### src/rtl/pc_fetch_sequencer.sv
`timescale 1ns/1ps
`default_nettype none
// ============================================================================
// Module   : pc_fetch_sequencer
// Brief    : MIPS program counter / instruction fetch stage with next-PC logic,
//            retired-instruction counter and sticky fetch-timeout error.
// Revision : 1.0 - initial release
// ============================================================================
module pc_fetch_sequencer #(
    parameter logic [31:0] RESET_PC = 32'h0040_0000,
    parameter int unsigned TIMEOUT  = 16
) (
    input  logic        clk,
    input  logic        reset,
    output logic        imem_req,
    output logic [31:0] imem_addr,
    input  logic        imem_ready,
    input  logic [31:0] imem_rdata,
    output logic [31:0] instr,
    output logic        instr_valid,
    input  logic        stall,
    input  logic        Jump,
    input  logic        Jal,
    input  logic        BranchEQ,
    input  logic        BranchNE,
    input  logic        zero,
    output logic [31:0] pc,
    output logic [31:0] pc_plus4,
    output logic [31:0] retired,
    output logic        fetch_err
);

    typedef enum logic [1:0] {
        ST_IDLE  = 2'd0,
        ST_FETCH = 2'd1,
        ST_EXEC  = 2'd2,
        ST_ERROR = 2'd3
    } state_t;

    localparam logic [15:0] C_WAIT_LIMIT = 16'(TIMEOUT - 1);

    state_t      state_q, state_d;
    logic [31:0] pc_q, pc_d;
    logic [31:0] instr_q, instr_d;
    logic [31:0] retired_q, retired_d;
    logic [15:0] wait_q, wait_d;
    logic        imem_req_q, imem_req_d;
    logic        instr_valid_q, instr_valid_d;
    logic        fetch_err_q, fetch_err_d;

    logic [31:0] pc4;
    logic [31:0] jtarget;
    logic [31:0] btarget;
    logic [31:0] imm_ext;
    logic        taken;
    logic        jump_sel;
    logic [31:0] next_pc;

    // Jal only ever qualifies a jump the decoder already flagged; alone it selects pc4.
    always_comb begin
        pc4      = pc_q + 32'd4;
        jtarget  = {pc4[31:28], instr_q[25:0], 2'b00};
        imm_ext  = {{14{instr_q[15]}}, instr_q[15:0], 2'b00};
        btarget  = pc4 + imm_ext;
        taken    = (BranchEQ & zero) | (BranchNE & ~zero);
        jump_sel = Jump | (Jump & Jal);
        if (jump_sel) begin
            next_pc = jtarget;
        end else if (taken) begin
            next_pc = btarget;
        end else begin
            next_pc = pc4;
        end
    end

    always_comb begin
        state_d   = state_q;
        pc_d      = pc_q;
        instr_d   = instr_q;
        retired_d = retired_q;
        wait_d    = wait_q;
        case (state_q)
            ST_IDLE: begin
                state_d = ST_FETCH;
            end
            ST_FETCH: begin
                // A ready arriving on the limit cycle still wins over the timeout.
                if (imem_ready) begin
                    instr_d = imem_rdata;
                    wait_d  = 16'd0;
                    state_d = ST_EXEC;
                end else if (wait_q == C_WAIT_LIMIT) begin
                    wait_d  = 16'd0;
                    state_d = ST_ERROR;
                end else begin
                    wait_d = wait_q + 16'd1;
                end
            end
            ST_EXEC: begin
                if (!stall) begin
                    retired_d = retired_q + 32'd1;
                    pc_d      = next_pc;
                    state_d   = ST_FETCH;
                end
            end
            ST_ERROR: begin
                state_d = ST_ERROR;
            end
            default: begin
                state_d = ST_IDLE;
            end
        endcase
        imem_req_d    = (state_d == ST_FETCH);
        instr_valid_d = (state_d == ST_EXEC);
        fetch_err_d   = (state_d == ST_ERROR);
    end

    always_ff @(posedge clk) begin
        if (reset) begin
            state_q       <= ST_IDLE;
            pc_q          <= RESET_PC;
            instr_q       <= 32'd0;
            retired_q     <= 32'd0;
            wait_q        <= 16'd0;
            imem_req_q    <= 1'b0;
            instr_valid_q <= 1'b0;
            fetch_err_q   <= 1'b0;
        end else begin
            state_q       <= state_d;
            pc_q          <= pc_d;
            instr_q       <= instr_d;
            retired_q     <= retired_d;
            wait_q        <= wait_d;
            imem_req_q    <= imem_req_d;
            instr_valid_q <= instr_valid_d;
            fetch_err_q   <= fetch_err_d;
        end
    end

    assign imem_req    = imem_req_q;
    assign imem_addr   = pc_q;
    assign instr       = instr_q;
    assign instr_valid = instr_valid_q;
    assign pc          = pc_q;
    assign pc_plus4    = pc4;
    assign retired     = retired_q;
    assign fetch_err   = fetch_err_q;

endmodule
`default_nettype wire
### config.mk
export PLATFORM = sky130hd
export DESIGN_NAME = pc_fetch_sequencer
export DESIGN_NICKNAME = d
export VERILOG_FILES = /design/src/rtl/pc_fetch_sequencer.sv
export SDC_FILE = /design/constraint.sdc
export NUM_CORES = 1
export LEC_CHECK = 0
export ABC_AREA = 1
export CAP_MARGIN = 20
export CORE_MARGIN = 2
export CORE_UTILIZATION = 35
export DETAILED_ROUTE_END_ITERATION = 8
export PLACE_DENSITY = 0.57
export SYNTH_ARGS = -nofsm -noshare
export SYNTH_HDL_FRONTEND = slang
export SYNTH_SLANG_ARGS = --single-unit
### constraint.sdc
create_clock -name clk -period 3.6 [get_ports clk]
set_input_delay 0.72 -clock clk [delete_from_list [all_inputs] [get_ports clk]]
set_output_delay 0.72 -clock clk [all_outputs]
set_load 0.05 [all_outputs]
==> metrics <==
post-route DRC violation count 0; critical path startpoint imem_addr[2]$_SDFFE_PP0P_; Pwr Density between 300 and 400 mW/mm²; ys flop type dfxtp_1; Post-synth EDFFs 0; via count between 9,000 and 10,000; signal arrival time at the worst endpoint 2.69 ns; CTS sink count 115; Starting Density between 30% and 40%; reg2reg start imem_addr[2]$_SDFFE_PP0P_; Setup CP Type register to primary output; fin area between 0.01 and 0.015 mm²; via-per-instance ratio roughly 5; WL/cell between 15 and 20 µm; clk root buf clkbuf_16; total CTS buffers 17; htree depth 4; #FFs+latches synth between 100 and 150; first-pass GRT wire length around 47,000 µm; layout cells sized above 1 about 8.8%; Die Ht between 150 and 200 µm; row count 56; CTS tree done; drt first pass iters 5; Worst path max stage delay roughly 0.87 ns; Worst IR Drop VDD about 0.31 mV; Setup crit start kind register; Clk pin slew, worst setup/hold paths about 0.06 ns; hpwl dp 23,000 µm; Final #Nets 1,579; Slew Limit Fails 0; vias in the first global route slightly below 9,000; Period minus WS final about 3.4 ns; Max Cap Viol 0; post-synthesis sequential area ratio between 20 and 30%; Die X-Extent about 160 µm; Clk Latency, worst-skew pair approximately 0.42 ns; initial antenna violation count 1; worst-path maximum fanout 7; n_diodes 0; io pins approximately 200; status completed; antenna viol nets, final 0; most frequent cells in the layout nand2_1 (339), clkdlybuf4s50_1 (180), inv_1 (159); GP Congestion between 0.9 and 1; commonest non-fill, non-tap cell in the layout nand2_1; CP endpoint kind primary output; RSZ-0062 raised after global routing no; top cells by area, synth dfxtp_1 (28%), nand2_1 (15%), a21oi_1 (7.3%); Req. time, crit path around 2.9 ns; FMAX just under 300 MHz; Synth async-reset ratio 0%; Placed Area 0.0106 mm²; PortBufs roughly 200; final setup fails 0; CP most frequent cell nand3_2; CTS max path bufs 2; P_leak 4.86 nW; Clock Skew between 0.01 and 0.015 ns; Syn Area/Cell around 6.3 µm²; All-Layer GR Usage approximately a quarter; fill count around 2,400; Area Growth Syn to Fin 35.0%; Syn. warnings 0; Critical-path top delay cell clkdlybuf4s50_1; leading area contributor after synthesis dfxtp_1; final WL 29,800 µm; largest net degree at the start of global routing between 60 and 70; core area around 0.023 mm²; initial drt markers approximately 500; share of the synthesized area in the top cell type ~28%; CTS Hold Bufs 0; slew of the pin with the lowest slew margin around 0.92 ns; global route overflow 0; HP Class register to register; Fin. Hold Viols 0; die area ~0.025 mm²; mapped cell area about 0.0083 mm²; crit path cell chain ha_1, nand3_2, nor2_4, nand3_2, xnor2_2, clkdlybuf4s50_1; Rel. slew slack between 30% and 40%; Distinct cells, synth 49; Setup Buffers After CTS 0; final worst path period share 94.8%; Synth Instances roughly 1,300; Worst Hold Launch instr[31]$_SDFFE_PP0P_; Final Power ~3.7 mW
[power breakdown]
group / total (mW) / leakage [nW] / switching (mW) / internal (mW)
Combinational: 0.659 / 3.64 / 0.438 / 0.221
Clock: 1.71 / 0.282 / 0.656 / 1.05
Sequential: 1.35 / 0.934 / 0.0463 / 1.31
Total: 3.72 / 4.86 / 1.14 / 2.58
[stage by stage]
stage | utilization [%] | hold slack, ns | setup slack, ns | TNS, ns | std cells
floorplan | - | 0.458 | -0.0269 | -0.0269 | 1319
global placement | 45.3 | 0.450 | 0.128 | 0 | 1799
finish | 48.0 | 0.463 | 0.188 | 0 | 1829
global route | 48.0 | 0.482 | 0.0244 | 0 | 1829
detailed placement | 45.3 | 0.458 | 0.106 | 0 | 1799
CTS | 47.8 | 0.466 | 0.0300 | 0 | 1829
[registers in the layout (all words and copies together), names as in the netlist]
| register | flops |
|---|---|
| state_q | 2 |
| imem_req | 1 |
| wait_q | 16 |
| instr | 32 |
| instr_valid | 1 |
| retired | 32 |
| fetch_err | 1 |
| imem_addr | 30 |
[logic make-up after synthesis]
logic type / share of synthesized area [%]
compound gates: 13.8
xor+xnor: 4.93
fa+ha+maj: 5.96
buf+inv: 12.3
flops: 27.7
other cells: 0.0451
simple gates: 35.3
[synthesized netlist by cell type, drive strengths merged (2+ instances only)]
cell,n
a211oi,3
dfxtp,115
nand4,22
nand3,102
or2,5
xor2,32
nand3b,6
and2,2
inv,167
nor2,144
ha,38
a21o,3
o221ai,3
a21oi,122
clkbuf,32
nand2,342
a31oi,5
buf,38
nor3b,7
o21bai,4
o21ai,60
nor4,4
a221oi,2
nor3,27
o211ai,6
xnor2,14
[layer usage]
metal / vias to the layer above / global-route usage, % / share of wire, % / wire length [µm]
met5: - / 0 / 0.044 / 13
met4: 2 / 9.70 / 3.2 / 945
met3: 54 / 5.67 / 7.4 / 2200
met2: 252 / 39.5 / 45 / 13500
met1: 4162 / 31.3 / 44 / 13100
li1: 4594 / - / - / -
[final timing paths]
kind,end,slack (ns),cells after the start
worst max register to register,imem_addr[31]$_SDFFE_PP0P_,0.28,20
worst min register to register,instr[31]$_SDFFE_PP0P_,0.46,2
worst max-delay path,pc_plus4[10],0.19,6
worst min-delay path,instr[31]$_SDFFE_PP0P_,0.46,2
[final cells by class]
class	instances	area [µm²]	area share, %
clock buffers	19	453	4.03
clock inverters	11	129	1.15
inverters	167	627	5.58
multi-input cells	967	5090	45.3
flip-flops and latches	115	2310	20.6
well taps	319	399	3.55
repair buffers	231	2230	19.8
[critical path: cells and delay by family, from the launching register on]
kind	cells	cell delay [ns]
buf+inv	1	0.87
simple gates	3	0.48
flops	1	0.40
xor+xnor	1	0.31
fa+ha+maj	1	0.21
[repair_timing]
item | CTS | global route
resized for setup | 0 | 15
hold endpoints to repair | 0 | 0
endpoints found under the setup margin | 0 | 19
Power figures use the tool's default switching activity.
